===== config.mk =====
export PLATFORM = sky130hd
export DESIGN_NAME = co2_alarm_ctrl
export DESIGN_NICKNAME = d
export VERILOG_FILES = /design/src/rtl/co2_pkg.sv /design/src/rtl/co2_alarm_ctrl_shifter.sv /design/src/rtl/co2_alarm_ctrl.sv
export SDC_FILE = /design/constraint.sdc
export NUM_CORES = 1
export LEC_CHECK = 0
export ABC_AREA = 1
export BUFFER_PORTS_ARGS = -buffer_cell sky130_fd_sc_hd__buf_2
export CAP_MARGIN = 10
export CELL_PAD_IN_SITES_DETAIL_PLACEMENT = 0
export CELL_PAD_IN_SITES_GLOBAL_PLACEMENT = 1
export CORE_MARGIN = 3
export CORE_UTILIZATION = 40
export DETAILED_ROUTE_END_ITERATION = 8
export HOLD_SLACK_MARGIN = 0.05
export PLACE_DENSITY = 0.87
export SYNTH_ARGS = -nofsm -noshare
export SYNTH_HDL_FRONTEND = slang
export SYNTH_SLANG_ARGS = --single-unit

===== constraint.sdc =====
create_clock -name CLK -period 1.7 [get_ports CLK]
set_input_delay 0.34 -clock CLK [delete_from_list [all_inputs] [get_ports CLK]]
set_output_delay 0.34 -clock CLK [all_outputs]
set_load 0.02 [all_outputs]

===== src/rtl/co2_pkg.sv =====
// Shared types and constants for the CO2 alarm controller slice.
// Holds the controller state encoding, the default frame width and the
// detector pattern used by reference models.
package co2_pkg;

   typedef enum logic [2:0] {
      IDLE  = 3'd0,
      CLR   = 3'd1,
      SHIFT = 3'd2,
      CHECK = 3'd3,
      ALARM = 3'd4
   } state_t;

   localparam int CO2_FRAME_W = 9;

   localparam logic [CO2_FRAME_W-1:0] CO2_PATTERN = 9'b100100100;

endpackage


===== src/rtl/co2_alarm_ctrl_shifter.sv =====
// co2_frame_shifter: parallel-load shift register plus bit counter.
// The register presents its MSB as the next serial bit; shifting and
// counting are separate controls so the controller can pre-fetch the first
// bit while the detector is being cleared.
import co2_pkg::*;

module co2_frame_shifter #(
   parameter int FRAME_W = CO2_FRAME_W
) (
   input  logic               CLK,
   input  logic               RST,
   input  logic               i_load,
   input  logic [FRAME_W-1:0] i_data,
   input  logic               i_shift,
   input  logic               i_count,
   output logic               o_msb,
   output logic               o_last
);

   localparam int BitCntW = (FRAME_W > 1) ? $clog2(FRAME_W) : 1;

   logic [FRAME_W-1:0] r_shReg;
   logic [BitCntW-1:0] r_bitCnt;

   // Load a new frame or move the next bit up to the MSB position
   always_ff @(posedge CLK or negedge RST) begin
      if (!RST) begin
         r_shReg <= '0;
      end else if (i_load) begin
         r_shReg <= i_data;
      end else if (i_shift) begin
         r_shReg <= {r_shReg[FRAME_W-2:0], 1'b0};
      end
   end

   // Count remaining bits; zero marks the final bit of the frame
   always_ff @(posedge CLK or negedge RST) begin
      if (!RST) begin
         r_bitCnt <= '0;
      end else if (i_load) begin
         r_bitCnt <= BitCntW'(FRAME_W - 1);
      end else if (i_count && (r_bitCnt != '0)) begin
         r_bitCnt <= r_bitCnt - 1'b1;
      end
   end

   assign o_msb  = r_shReg[FRAME_W-1];
   assign o_last = (r_bitCnt == '0);

endmodule


===== src/rtl/co2_alarm_ctrl.sv =====
// co2_alarm_ctrl: sequencer and alarm controller for the serial CO2
// pattern detector. Accepts frames over valid/ready, clears the detector,
// shifts the frame out MSB-first, samples the hit flag and counts
// consecutive hits, raising a handshaked alarm at the threshold.
// Optional feature: define CO2_CTRL_TIMEOUT_EN to make the alarm exit on
// its own after ALARM_TMO+1 cycles without an acknowledge.
import co2_pkg::*;

module co2_alarm_ctrl #(
   parameter int FRAME_W    = CO2_FRAME_W,
   parameter int HIT_THRESH = 3,
`ifdef CO2_CTRL_TIMEOUT_EN
   parameter int ALARM_TMO  = 15,
`endif
   parameter int CNT_W      = 4
) (
   input  logic               CLK,
   input  logic               RST,
   input  logic               i_frame_valid,
   input  logic [FRAME_W-1:0] i_frame_data,
   output logic               o_frame_ready,
   output logic               o_det_x,
   output logic               o_det_rst_n,
   input  logic               i_det_z,
   output logic               o_frame_done,
   output logic [CNT_W-1:0]   o_hit_count,
   output logic               o_alarm,
   input  logic               i_alarm_ack
);

   localparam logic [CNT_W-1:0] HitThreshC = CNT_W'(HIT_THRESH);

`ifdef CO2_CTRL_TIMEOUT_EN
   localparam int TmoW = (ALARM_TMO > 0) ? $clog2(ALARM_TMO + 1) : 1;
`endif

   state_t           r_state;
   logic             r_frameReady;
   logic             r_detX;
   logic             r_detRstN;
   logic             r_frameDone;
   logic [CNT_W-1:0] r_hitCount;
   logic             r_alarm;
`ifdef CO2_CTRL_TIMEOUT_EN
   logic [TmoW-1:0]  r_tmoCnt;
`endif

   logic             w_load;
   logic             w_shift;
   logic             w_count;
   logic             w_msb;
   logic             w_last;
   logic [CNT_W-1:0] w_hitInc;

   assign w_load   = (r_state == IDLE) && i_frame_valid;
   assign w_shift  = (r_state == CLR) || (r_state == SHIFT);
   assign w_count  = (r_state == SHIFT);
   assign w_hitInc = (r_hitCount == '1) ? r_hitCount : r_hitCount + 1'b1;

   co2_frame_shifter #(
      .FRAME_W (FRAME_W)
   ) u_shifter (
      .CLK     (CLK),
      .RST     (RST),
      .i_load  (w_load),
      .i_data  (i_frame_data),
      .i_shift (w_shift),
      .i_count (w_count),
      .o_msb   (w_msb),
      .o_last  (w_last)
   );

   // Frame sequencing FSM; every output is a register updated here so the
   // detector and the front-end only ever see glitch-free levels
   always_ff @(posedge CLK or negedge RST) begin
      if (!RST) begin
         r_state      <= IDLE;
         r_frameReady <= 1'b1;
         r_detX       <= 1'b0;
         r_detRstN    <= 1'b0;
         r_frameDone  <= 1'b0;
         r_hitCount   <= '0;
         r_alarm      <= 1'b0;
`ifdef CO2_CTRL_TIMEOUT_EN
         r_tmoCnt     <= '0;
`endif
      end else begin
         case (r_state)
            IDLE: begin
               r_detX      <= 1'b0;
               r_frameDone <= 1'b0;
               if (i_frame_valid) begin
                  r_state      <= CLR;
                  r_frameReady <= 1'b0;
                  r_detRstN    <= 1'b0;
               end else begin
                  r_frameReady <= 1'b1;
                  r_detRstN    <= 1'b1;
               end
            end

            CLR: begin
               r_state   <= SHIFT;
               r_detRstN <= 1'b1;
               r_detX    <= w_msb;
            end

            SHIFT: begin
               if (w_last) begin
                  r_state     <= CHECK;
                  r_detX      <= 1'b0;
                  r_frameDone <= 1'b1;
               end else begin
                  r_detX <= w_msb;
               end
            end

            CHECK: begin
               r_frameDone <= 1'b0;
               if (i_det_z) begin
                  r_hitCount <= w_hitInc;
                  if (w_hitInc >= HitThreshC) begin
                     r_state <= ALARM;
                     r_alarm <= 1'b1;
`ifdef CO2_CTRL_TIMEOUT_EN
                     r_tmoCnt <= TmoW'(ALARM_TMO);
`endif
                  end else begin
                     r_state      <= IDLE;
                     r_frameReady <= 1'b1;
                  end
               end else begin
                  r_hitCount   <= '0;
                  r_state      <= IDLE;
                  r_frameReady <= 1'b1;
               end
            end

            ALARM: begin
               if (i_alarm_ack) begin
                  r_hitCount   <= '0;
                  r_alarm      <= 1'b0;
                  r_frameReady <= 1'b1;
                  r_state      <= IDLE;
`ifdef CO2_CTRL_TIMEOUT_EN
               end else if (r_tmoCnt == '0) begin
                  r_hitCount   <= '0;
                  r_alarm      <= 1'b0;
                  r_frameReady <= 1'b1;
                  r_state      <= IDLE;
               end else begin
                  r_tmoCnt <= r_tmoCnt - 1'b1;
`endif
               end
            end

            default: begin
               r_state      <= IDLE;
               r_frameReady <= 1'b1;
               r_detX       <= 1'b0;
               r_detRstN    <= 1'b1;
               r_frameDone  <= 1'b0;
               r_alarm      <= 1'b0;
            end
         endcase
      end
   end

   assign o_frame_ready = r_frameReady;
   assign o_det_x       = r_detX;
   assign o_det_rst_n   = r_detRstN;
   assign o_frame_done  = r_frameDone;
   assign o_hit_count   = r_hitCount;
   assign o_alarm       = r_alarm;

endmodule


# Yosys cells after proc, flatten, opt, wreduce, memory -nomap -nowiden
# Cells that the tools add are included.
[word_totals]
register_bits = 25
output_inout_bits = 9
word_cells = 73
[classes]
n_addsub = 2
magnitude_cmp = 1
eq_ne = 11
muxes = 28
bitwise_logic = 3
reduce_logical = 19
[op_table]
columns = ["cell", "count"]
rows = [
  ["$mux W4", 5],
  ["$mux W9", 2],
  ["$mux W3", 5],
  ["$pmux W3 S5", 1],
  ["$ne A2 B2 Y1 const B", 5],
  ["$mux W1", 9],
  ["$pmux W4 S2", 1],
  ["$eq A3 B2 Y1 const B", 2],
  ["$pmux W1 S3", 2],
  ["$reduce_and A3 Y1", 2],
  ["$reduce_bool A2 Y1", 3],
  ["$reduce_or A2 Y1", 3],
  ["$reduce_or A3 Y1", 2],
  ["$add A4 B1 Y4 const B", 1],
  ["$eq A4 B4 Y1 const B", 1],
  ["$ge A4 B2 Y1 const B", 1],
  ["$logic_not A4 Y1", 1],
  ["$pmux W1 S2", 2],
  ["$pmux W1 S4", 1],
  ["$reduce_and A2 Y1", 2],
  ["$reduce_and A4 Y1", 1],
  ["$reduce_bool A4 Y1", 1],
  ["$sub A4 B1 Y4 const B", 1],
  ["$eq A3 B1 Y1 const B", 1],
  ["other kinds (6)", 9],
]

# Logic depth before layout (Yosys ltp)
# Gate-level depths: netlist of the first run.
[depth]
word_depth = 6
ltp_mapped = 11
mapped_depth_nobuf = 11

# Modules after synthesis
# A second synthesis of the first run with hierarchy kept.
[hier_totals]
hier_cells = 172
hier_area_um2 = 1370.1
[modules_own_cells]
columns = ["mod", "n_inst", "cells_per_inst", "area_per_inst_um2", "seq_area_each_um2"]
rows = [
  ["co2_alarm_ctrl", 1, 93, 701.9, 301.5],
  ["co2_frame_shifter", 1, 79, 668.1, 325.3],
]

# Worst setup path before layout of the first run
# OpenSTA, ideal clock, no wires.
[synth_path]
path_kind = "flip-flop to flip-flop"
from = "register r_hitCount[0] (netlist: o_hit_count[0])"
to = "register r_frameReady (netlist: o_frame_ready)"
t_arrival_ns = 1.348
t_required_ns = 1.624
slack_ns = 0.276
path_stages_with_launch = 12
period_less_slack_ns = 1.424
path_cell_list = "dfrtp_1 > ha_1 > nand2_1 > nand2_1 > nand2_1 > nand2_1 > nor2_1 > nand2_1 > nand2_1 > nand2_1 > nand2_1 > nand2_1"
[synth_via]
elab_chain_cells = 5
word_cells_on_any_way = 6
[synth_lines]
columns = ["element", "line", "text"]
rows = [
  ["from (decl)", "co2_alarm_ctrl.sv:42", "logic [CNT_W-1:0] r_hitCount;"],
  ["from (signal assigned)", "co2_alarm_ctrl.sv:121", "r_hitCount <= w_hitInc;"],
  ["$add A4 B1 Y4 or $eq A4 B4 Y1 (tied branches)", "co2_alarm_ctrl.sv:58", "assign w_hitInc = (r_hitCount == '1) ? r_hitCount : r_hitCount + 1'b1;"],
  ["$mux W4 (*)", "co2_alarm_ctrl.sv:58", ""],
  ["$ge A4 B2 Y1 (*)", "co2_alarm_ctrl.sv:122", "if (w_hitInc >= HitThreshC) begin"],
  ["$ne A3 B3 Y1 (no line) (*)", "-", ""],
  ["$reduce_and A3 Y1 (no line) (*)", "-", ""],
  ["to (signal assigned)", "co2_alarm_ctrl.sv:78", "r_frameReady <= 1'b1;"],
  ["to (signal assigned)", "co2_alarm_ctrl.sv:130", "r_frameReady <= 1'b1;"],
  ["to (signal assigned)", "co2_alarm_ctrl.sv:135", "r_frameReady <= 1'b1;"],
  ["to (decl)", "co2_alarm_ctrl.sv:38", "logic r_frameReady;"],
]
# Every way passes the cells marked *; elsewhere a longest branch is shown, timed or not.
# A chain may end at the register's enable or synchronous reset.

# Final worst setup path of the first run
# Ends and elaborated chain as after synthesis.

==> out/summary.txt, run 1 <==
ANT cells = 0
HPWL after DPL = 1.874 mm
Die W = 62.85 µm
CP max FO = 5
# resized after CTS = 0
vias in the first global route = 1009
hold slack = 233.0 ps
Leakage = 0.7318 nW
period utilisation layout = 0.8369
Num CTS Buffers = 3
critical path class = reg -> reg
port bufs = 22
CP top delay family = simple AND/OR/NAND/NOR gates
Max rail drop VDD = 761.5 µV
Placer Congestion = 0.7569
dpl ws = 282.8 ps
Setup WS post-layout = 277.3 ps
final clock skew = 7.572 ps
Critical Path AT = 1680 ps
status = finished, final reports clean
height of the die = 62.85 µm
Req. time, crit path = 1960 ps
Net count, final = 193
DRC = 0
setup slack, reg-to-reg = 280 ps
post-synthesis cell count = 150
Synth area leader = dfrtp_1
share of cells above drive strength 1 = 0.2386
Least-Margin Pin Slew = 555.7 ps
Fin Setup TNS = 0 ps
post-synthesis sequential area ratio = 0.4850
Routed wire per std cell = 10.92 µm
Distinct cells, synth = 30
highest-delay cell along the critical path = dfrtp_1
cell area power density = 1787 nW/µm²
top cells by area, synth = dfrtp_1, nand2_1, inv_1
type of origin of the critical path = flip-flop
routed vias/inst = 4.827
worst path bufs/invs = 0
max-slew violation count = 0
crit-path cells = ha_1, nand2_1, nand2_1, nand2_1, nand2_1, nor2_1, nand2_1, nand2_1, nand2_1, nand2_1, nand2_1
1st-iter DRT viols = 31
first-pass GRT wire length = 4.222 mm
Max-slew headroom = 0.6295
Area Overhead vs Synth = 15.01%
H-tree depth = 1
Std-Cell Rows = 20
Worst-Skew Late Latency = 320 ps
fmax = 0.7029 GHz
area of the core = 3078 µm²
post-layout min period = 1423 ps
CTS tree = done
CP endpoint kind = flip-flop
MaxCap Viol Count = 0
Post-synth EDFFs = 0
Initial Utilization = 0.4199
Worst-path clk slew = 130 ps
Synth async-reset ratio = 1.000
fillcell total = 321
area of the multi-input gates = 566.8 µm²
top-count cell post-synth = nand2_1
gr ovfl total = 0
GR Util All Layers = 0.1328
Routed Antenna Nets = 0
Post-Syn Area = 1292 µm²
initial antenna violation count = 0
final hold violations = 0
CTS sink count = 25
Avg Cell Area, Syn = 8.617 µm²
Detailed Route WL = 2.402 mm
synthesized flop and latch total = 25
Synth Net Count = 166
largest net degree at the start of global routing = 26
ys flop type = dfrtp_1
Final setup viols = 0
most frequent cells after synthesis = nand2_1, dfrtp_1, inv_1
CP max stage delay = 440 ps
die area = 3949 µm²
Ys Warns = 0
cell mode on critical path = nand2_1
TritonRoute pass-1 iters = 4
CTS max path bufs = 2
RSZ-0062 raised after global routing = no
hold crit path type = in -> reg
top cell type's share of synthesized area = 0.4647
sequential standard cell area = 626.9 µm²
clock root buffer = clkbuf_4
I/O pins = 23
via count = 1062
flip-flops by register name, summed over array words and instances (netlist names):
signal and flops:
r_state 3, o_det_x 1, u_shifter.r_shReg 9, o_frame_done 1, o_hit_count 4, u_shifter.r_bitCnt 4, o_alarm 1, o_frame_ready 1
o_det_rst_n 1
metal layers:
layer	vias up	GRT usage	wire (µm)
li1	547	-	-
met1	490	0.1593	1154
met2	23	0.2357	1119
met3	2	0.02338	114
met4	0	0.04959	13
met5	-	0	0
layout by cell type, fill, tap and decap left out, types with 2 or more instances in the layout:
cell type | netlist | routed
a21oi_1 | 4 | 4
buf_2 | 0 | 22
clkbuf_4 | 0 | 3
dfrtp_1 | 24 | 24
ha_1 | 2 | 2
inv_1 | 18 | 18
inv_2 | 3 | 3
nand2_1 | 34 | 34
nand2_4 | 2 | 2
nand3_1 | 11 | 11
nand3_2 | 2 | 2
nor2_1 | 14 | 14
nor2_2 | 2 | 2
nor3_1 | 2 | 2
o211ai_1 | 3 | 3
o21ai_0 | 7 | 7
o21ai_1 | 4 | 4
o221ai_1 | 2 | 2
o22ai_1 | 3 | 3
path summary, 6_finish.rpt:
check / startpoint / depth (start not counted) / endpoint
worst max register to register: o_hit_count[0] / 11 / o_frame_ready
worst min-delay path: i_frame_data[1] / 3 / u_shifter.r_shReg[1]
worst min register to register: o_frame_ready / 2 / o_frame_ready
min in group asynchronous: RST / 2 / o_det_rst_n
worst max-delay path: o_hit_count[0] / 11 / o_frame_ready
max in group asynchronous: RST / 2 / o_frame_ready
kinds of logic after synthesis:
group | count (synthesis) | synth area share
adders and majority gates | 2 | 0.01936
DFF | 25 | 0.4850
and+or+nand+nor | 73 | 0.2875
buffers and inverters | 23 | 0.07647
AOI/OAI and AO/OA | 27 | 0.1317
power by group:
group	internal (mW)	leakage, nW	total [mW]	switching [mW]
logic	0.491	0.409	1.37	0.874
registers	0.860	0.309	1.02	0.159
clock network	0.0898	0.0139	0.271	0.181
worst register-to-register path, delay by kind of cell (launching register included):
family        cells  cell delay (ps)
simple gates     10              690
flops             1              440
fa+ha+maj         1              260
through the flow:
step,util,cell area (µm²),total power [mW],instances
after floorplan,-,1292,2.109,150
after global placement,0.4699,1446,2.375,215
after detailed placement,0.4699,1446,2.425,215
after CTS,0.4829,1486,2.705,220
after global routing,0.4829,1486,2.920,220
final,0.4829,1486,2.656,220
area by class of cell:
cell class | instances | area share
Sequential cell | 25 | 0.4217
Clock inverter | 1 | 0.005050
Clock buffer | 3 | 0.01515
Timing Repair Buffer | 23 | 0.08081
Multi-Input combinational cell | 102 | 0.3813
Tap cell | 44 | 0.03704
Inverter | 22 | 0.05892
what timing repair did:
item,4_1_cts,5_1_grt
buffers inserted,0,0
hold buffers,1,0
endpoints found under the hold margin,24,0
No activity file was read; power rests on OpenSTA's default activity.
==> inputs of run 2 (changes only) <==
- ABC_AREA: 1 -> 0
- CORE_UTILIZATION: 40 -> 38
- PLACE_DENSITY: 0.87 -> 0.84
- clock period: 1.7 -> 1.3 ns (I/O delays scaled with it)
==> run 2 against run 1 <==
Compared with the run above:
- the flow now finishes with violations (negative setup slack)
- non-clock buffer count up 34
- utilization up 12 points
- sequential share of layout area down 9.1 points
- clock skew up 2.6 ps
==> out/summary.txt, run 2 <==
Distinct cells, synth = 37 (+23%)
commonest non-fill, non-tap cells in the layout = buf_4, buf_2, dfrtp_1
cell area power density = 2392 nW/µm² (+34%)
most frequent cells after synthesis = dfrtp_1, nand2_1, o21ai_1
CP max FO = 3 (-2)
highest-delay cell along the critical path = dfrtp_1
crit-path cells = inv_2, ha_4, nor3b_4, or3_4, mux2i_1, and2_1
final clock skew = 10.13 ps (+2.557 ps)
post-synthesis cell count = 127 (-15%)
max reg flops = 9 (unchanged)
H-tree depth = 1 (unchanged)
Gate power share = 0.617 (+0.103)
Avg Cell Area, Syn = 10.26 µm² (+19%)
Net count, final = 199 (+3.1%)
Initial Utilization = 0.4131 (-0.006824)
TritonRoute pass-1 iters = 4 (unchanged)
I/O pins = 23 (unchanged)
area of the core = 3153 µm² (+2.4%)
HPWL after DPL = 2.079 mm (+11%)
sequential share of power = 0.308 (-0.076)
Final setup viols = 15 (+15)
Net Sw Power = 1.756 mW (+45%)
clock root buffer = clkbuf_4
Area Overhead vs Synth = 47.07%
Leakage = 0.8932 nW (+22%)
die area = 4166 µm² (+5.5%)
CP endpoint kind = flip-flop
top-count cell post-synth = dfrtp_1
Routed wire per std cell = 12.67 µm (+16%)
Synth Net Count = 143 (-14%)
ANT cells = 0 (unchanged)
Critical Path AT = 1680 ps (about the same)
type of origin of the critical path = flip-flop
ys flop type = dfrtp_1
Std-Cell Rows = 20 (unchanged)
period utilisation layout = 1.120 (+0.2832)
1st-iter DRT viols = 31 (unchanged)
hold crit path type = in -> reg
vias in the first global route = 1205 (+19%)
first-pass GRT wire length = 5.423 mm (+28%)
Num CTS Buffers = 3 (unchanged)
most flop-heavy register = u_shifter.r_shReg
switching part of the total = 0.3833 (-0.07392)
critical path class = reg -> reg
total power = 4.581 mW (+72%)
final hold violations = 0 (unchanged)
largest net degree at the start of global routing = 26 (unchanged)
failing checks = negative setup slack
Req. time, crit path = 1530 ps (-430 ps)
Placer Congestion = 0.7844 (+3.6%)
top cell type's share of synthesized area = 0.4611 (-0.003571)
post-layout min period = 1456 ps (+33.41 ps)
Ys Warns = 0 (unchanged)
CTS max path bufs = 2 (unchanged)
share of cells above drive strength 1 = 0.5330 (+0.2943)
height of the die = 64.55 µm (+2.7%)
gr ovfl total = 0 (unchanged)
GR Util All Layers = 0.1645 (+0.03169)
synthesized flop and latch total = 25 (unchanged)
Detailed Route WL = 2.863 mm (+19%)
Post-Syn Area = 1302 µm² (+0.77%)
post-synthesis sequential area ratio = 0.4813 (-0.003727)
routed vias/inst = 4.956 (+2.7%)
Clock power frac = 0.075 (-0.027)
Post-synth EDFFs = 0 (unchanged)
RSZ-0062 raised after global routing = yes
Synth async-reset ratio = 1.000 (unchanged)
dpl ws = -224.5 ps (-507.3 ps)
Setup WS post-layout = -156.1 ps (-433.4 ps)
CTS tree = done
Synth area leader = dfrtp_1
status = finished, violations left
Least-Margin Pin Slew = 550.9 ps (-4.814 ps)
top cells by area, synth = dfrtp_1, mux2i_1, o21ai_1
max-slew violation count = 0 (unchanged)
Max rail drop VDD = 1325 µV (+74%)
internal power = 2.825 mW (+96%)
Routed Antenna Nets = 0 (unchanged)
Worst-path clk slew = 140 ps (about the same)
initial antenna violation count = 0 (unchanged)
CP max stage delay = 380 ps (-60 ps)
port bufs = 22 (unchanged)
fmax = 0.6868 GHz (-2.3%)
Worst-Skew Late Latency = 320 ps (about the same)
Max-slew headroom = 0.6327 (+0.003209)
via count = 1120 (+5.5%)
MaxCap Viol Count = 0 (unchanged)
commonest non-fill, non-tap cell in the layout = buf_4
DRC = 0 (unchanged)
Die W = 64.55 µm (+2.7%)
CTS sink count = 25 (unchanged)
run 2: cell count changes in the layout (fill, tap and decap cells not counted), sizes merged, moves of 3 or more:
cell,delta
and2,+3
buf,+34
inv,-18
mux2i,+10
nand2,-21
nand3,-10
nor2,-12
o211ai,-3
o21ai,+5
o22ai,-3
xnor2,+4
run 2: logic make-up (layout without fill, tap and decap cells):
kind of cell,count (synthesis),in the layout,share of synthesized area
compound gates,32,32,0.1547
xor+xnor,4,4,0.02689
fa+ha+maj,2,2,0.01921
buf+inv,10,65,0.04418
flops,25,25,0.4813
mux,11,11,0.08550
simple gates,43,43,0.1883
run 2: power groups by stage:
| stage | combinational [mW] | sequential, mW | clock [mW] |
|---|---|---|---|
| final | 2.83 | 1.41 | 0.345 |
| after global routing | 3.10 | 1.46 | 0.393 |
| after CTS | 2.61 | 1.40 | 0.359 |
| after detailed placement | 2.26 | 1.41 | 0 |
| after global placement | 2.18 | 1.38 | 0 |
| after floorplan | 1.45 | 1.44 | 0 |
run 2: final cells by class:
class / instances / area (µm²)
Multi-Input combinational cell: 92 / 747.0
Inverter: 4 / 15.01
Tap cell: 44 / 55.05
Fill cell: 266 / 1237
Clock inverter: 1 / 5.005
Timing Repair Buffer: 57 / 436.7
Clock buffer: 3 / 22.52
Sequential cell: 25 / 634.4
run 2: critical path, delay by kind of cell, from the launching register on:
| family | cells | cell delay [ps] |
|---|---|---|
| mux | 1 | 130 |
| flops | 1 | 380 |
| fa+ha+maj | 1 | 150 |
| buf+inv | 1 | 60 |
| simple gates | 3 | 650 |
run 2: through the flow:
| step | hold WS, ps | instance area [µm²] | util | setup TNS, ps | cells |
|---|---|---|---|---|---|
| 3_3_place_gp | 278.6 | 1658 | 0.5258 | -707.5 | 212 |
| 2_1_floorplan | -35.59 | 1335 | - | -391.5 | 127 |
| 6_report | 135.5 | 1916 | 0.6075 | -992.1 | 226 |
| 4_1_cts | 131.8 | 1817 | 0.5762 | -911.6 | 222 |
| 5_1_grt | 146.1 | 1916 | 0.6075 | -2372 | 226 |
| 3_5_place_dp | 289.5 | 1658 | 0.5258 | -1294 | 212 |
run 2: metal layers:
layer  GRT usage  share of wire  vias up  routed length, µm
met3     0.04853          0.035        4                 99
met1      0.1947           0.45      540               1275
met5           0              0        -                  0
li1            -              -      559                  -
met2      0.2938           0.51       17               1460
met4     0.03430         0.0098        0                 28
run 2: what timing repair did:
action,CTS,global route
endpoints found under the hold margin,24,0
hold buffers,1,0
gates resized for setup,23,19
setup buffers,5,4
setup endpoints to repair,23,29
pin swaps,8,8
run 2: path summary, 6_finish.rpt:
path	depth (start not counted)	endpoint	start	slack [ps]
max reg2reg	6	u_shifter.r_bitCnt[1]	u_shifter.r_bitCnt[0]	-160
min	3	u_shifter.r_shReg[8]	i_frame_data[8]	140
min reg2reg	2	o_frame_ready	o_frame_ready	510
max in group asynchronous	2	o_hit_count[1]	RST	450
max	6	u_shifter.r_bitCnt[1]	u_shifter.r_bitCnt[0]	-160
min in group asynchronous	2	o_frame_done	RST	440
==> inputs of run 3 (changes only) <==
==> constraint.sdc (replaced) <==
create_clock -name CLK -period 1.3 [get_ports CLK]
set_input_delay 0.26 -clock CLK [delete_from_list [all_inputs] [get_ports CLK]]
set_output_delay 0.26 -clock CLK [all_outputs]
set_load 0.1 [all_outputs]
==> run 3 against run 2 <==
Compared with the run above:
- the run still ends with negative setup slack left
- die area unchanged
- sequential share of layout area down 3.2 points
- clock skew down 1.2 ps
- critical path type unchanged
- fmax down 1.9%
- sequential power up 4%
- final area up 12%
- utilization up 7.4 points
- critical path depth up 1
==> out/summary.txt, run 3 (same netlist as run 2, synthesis figures left out) <==
type of origin of the critical path = flip-flop
commonest non-fill, non-tap cell in the layout = buf_4
hold slack = 123.8 ps (-11.65 ps)
H-tree depth = 1 (unchanged)
CTS sink count = 25 (unchanged)
die area = 4166 µm² (unchanged)
Num CTS Buffers = 3 (unchanged)
GR Util All Layers = 0.1631 (-0.001352)
cell area power density = 2662 nW/µm² (+11%)
internal power = 3.209 mW (+14%)
CTS max path bufs = 2 (unchanged)
max-slew violation count = 0 (unchanged)
CP max FO = 4 (+1)
gr ovfl total = 0 (unchanged)
area of the core = 3153 µm² (unchanged)
initial antenna violation count = 0 (unchanged)
sequential share of power = 0.257 (-0.051)
Clock power frac = 0.062 (-0.013)
Net Sw Power = 2.509 mW (+43%)
critical path class = reg -> reg
Routed Antenna Nets = 0 (unchanged)
share of cells above drive strength 1 = 0.5838 (+0.05082)
TritonRoute pass-1 iters = 4 (unchanged)
vias in the first global route = 1178 (-2.2%)
final hold violations = 0 (unchanged)
Net count, final = 202 (+1.5%)
first-pass GRT wire length = 5.278 mm (-2.7%)
RSZ-0062 raised after global routing = yes
Leakage = 0.9584 nW (+7.3%)
worst r2r path cells = 7 (+1)
fmax = 0.6737 GHz (-1.9%)
failing checks = negative setup slack
CP endpoint kind = flip-flop
Final setup viols = 23 (+8)
port bufs = 22 (unchanged)
Setup WS post-layout = -184.4 ps (-28.37 ps)
DRC = 0 (unchanged)
max reg flops = 9 (unchanged)
Routed wire per std cell = 14.94 µm (+18%)
via count = 1179 (+5.3%)
1st-iter DRT viols = 50 (+61%)
Std-Cell Rows = 20 (unchanged)
final clock skew = 8.883 ps (-1.246 ps)
height of the die = 64.55 µm (unchanged)
largest net degree at the start of global routing = 20 (-23%)
switching part of the total = 0.4388 (+0.05543)
most flop-heavy register = u_shifter.r_shReg
post-layout min period = 1484 ps (+28.36 ps)
HPWL after DPL = 2.158 mm (+3.8%)
Area Overhead vs Synth = 64.94%
hold path cells = 3 (unchanged)
routed vias/inst = 5.148 (+3.9%)
period utilisation layout = 1.142 (+0.02182)
Initial Utilization = 0.4131 (unchanged)
MaxCap Viol Count = 0 (unchanged)
Gate power share = 0.682 (+0.065)
Die W = 64.55 µm (unchanged)
area post-placement = 1803 µm² (+8.8%)
Final Cell Area = 2148 µm² (+12%)
Worst-path clk slew = 140 ps (about the same)
Worst-Skew Late Latency = 320 ps (about the same)
Detailed Route WL = 3.421 mm (+19%)
ANT cells = 0 (unchanged)
Max rail drop VDD = 1273 µV (-3.9%)
Least-Margin Pin Slew = 312.0 ps (-238.9 ps)
clock root buffer = clkbuf_4
Critical Path AT = 1720 ps (+40 ps)
hold crit path type = in -> reg
Placer Congestion = 0.8274 (+5.5%)
CTS tree = done
Max-slew headroom = 0.7903 (+0.1575)
commonest non-fill, non-tap cells in the layout = buf_4, dfrtp_1, nand2_1
status = finished, violations left
Req. time, crit path = 1530 ps (about the same)
setup slack, reg-to-reg = -180 ps (-30 ps)
I/O pins = 23 (unchanged)
[run 3: changes by cell type in the layout (fill, tap and decap cells not counted), sizes merged]
cell	previous run	this run
buf	56	57
clkbuf	3	5
[run 3: stage by stage]
stage	setup slack, ps	std cells	setup TNS (ps)	power [mW]	utilization
after detailed placement	-227.6	210	-1251	4.565	0.5718
after CTS	-187.2	221	-1276	5.280	0.6294
after global routing	-253.0	229	-2949	6.046	0.6813
after floorplan	-216.1	127	-1006	3.491	-
after global placement	-153.8	210	-728.0	4.460	0.5718
final	-184.4	229	-1486	5.718	0.6813
[run 3: worst max-delay path, cell delays in order, from the launching register on]
cell and delay, ps:
dfrtp_1 390, inv_2 60, ha_4 160, nor3b_4 150
buf_6 140, nor4b_4 290, xnor2_1 160, nor2_1 50
[run 3: path summary, 6_finish.rpt]
kind                                  startpoint                    end
max reg2reg                u_shifter.r_bitCnt[1]  u_shifter.r_bitCnt[2]
max in group asynchronous                    RST          o_frame_ready
min in group asynchronous                    RST  u_shifter.r_bitCnt[2]
max                        u_shifter.r_bitCnt[1]  u_shifter.r_bitCnt[2]
min                              i_frame_data[0]   u_shifter.r_shReg[0]
min reg2reg                        o_frame_ready          o_frame_ready
[run 3: area by class of cell]
class                      count  area, µm²
multi-input combinational     92      780.7
clock inverter                 1      5.005
tap                           44      55.05
timing repair buffer          60      626.9
inverter                       4      15.01
fill                         238       1005
clock buffer                   3      22.52
sequential                    25      643.1
[run 3: timing repair]
| item | in CTS | in global routing |
|---|---|---|
| setup endpoints to repair | 20 | 28 |
| endpoints found under the hold margin | 20 | 0 |
| setup buffers | 6 | 6 |
| cloned | 0 | 2 |
| pin swaps | 9 | 8 |
| hold buffers | 1 | 0 |
| resized for setup | 23 | 18 |
[run 3: metal layers]
metal / global-route usage / share of wire
met1: 0.1974 / 0.43
met3: 0.02946 / 0.023
met2: 0.2758 / 0.52
met5: 0 / 0
met4: 0.08443 / 0.025
[run 3: power groups by stage]
stage	Sequential, mW	Clock (mW)	Combinational (mW)
floorplan	2.02	0	1.47
global placement	1.43	0	3.03
detailed placement	1.45	0	3.11
CTS	1.45	0.368	3.46
global route	1.50	0.407	4.14
finish	1.47	0.353	3.90
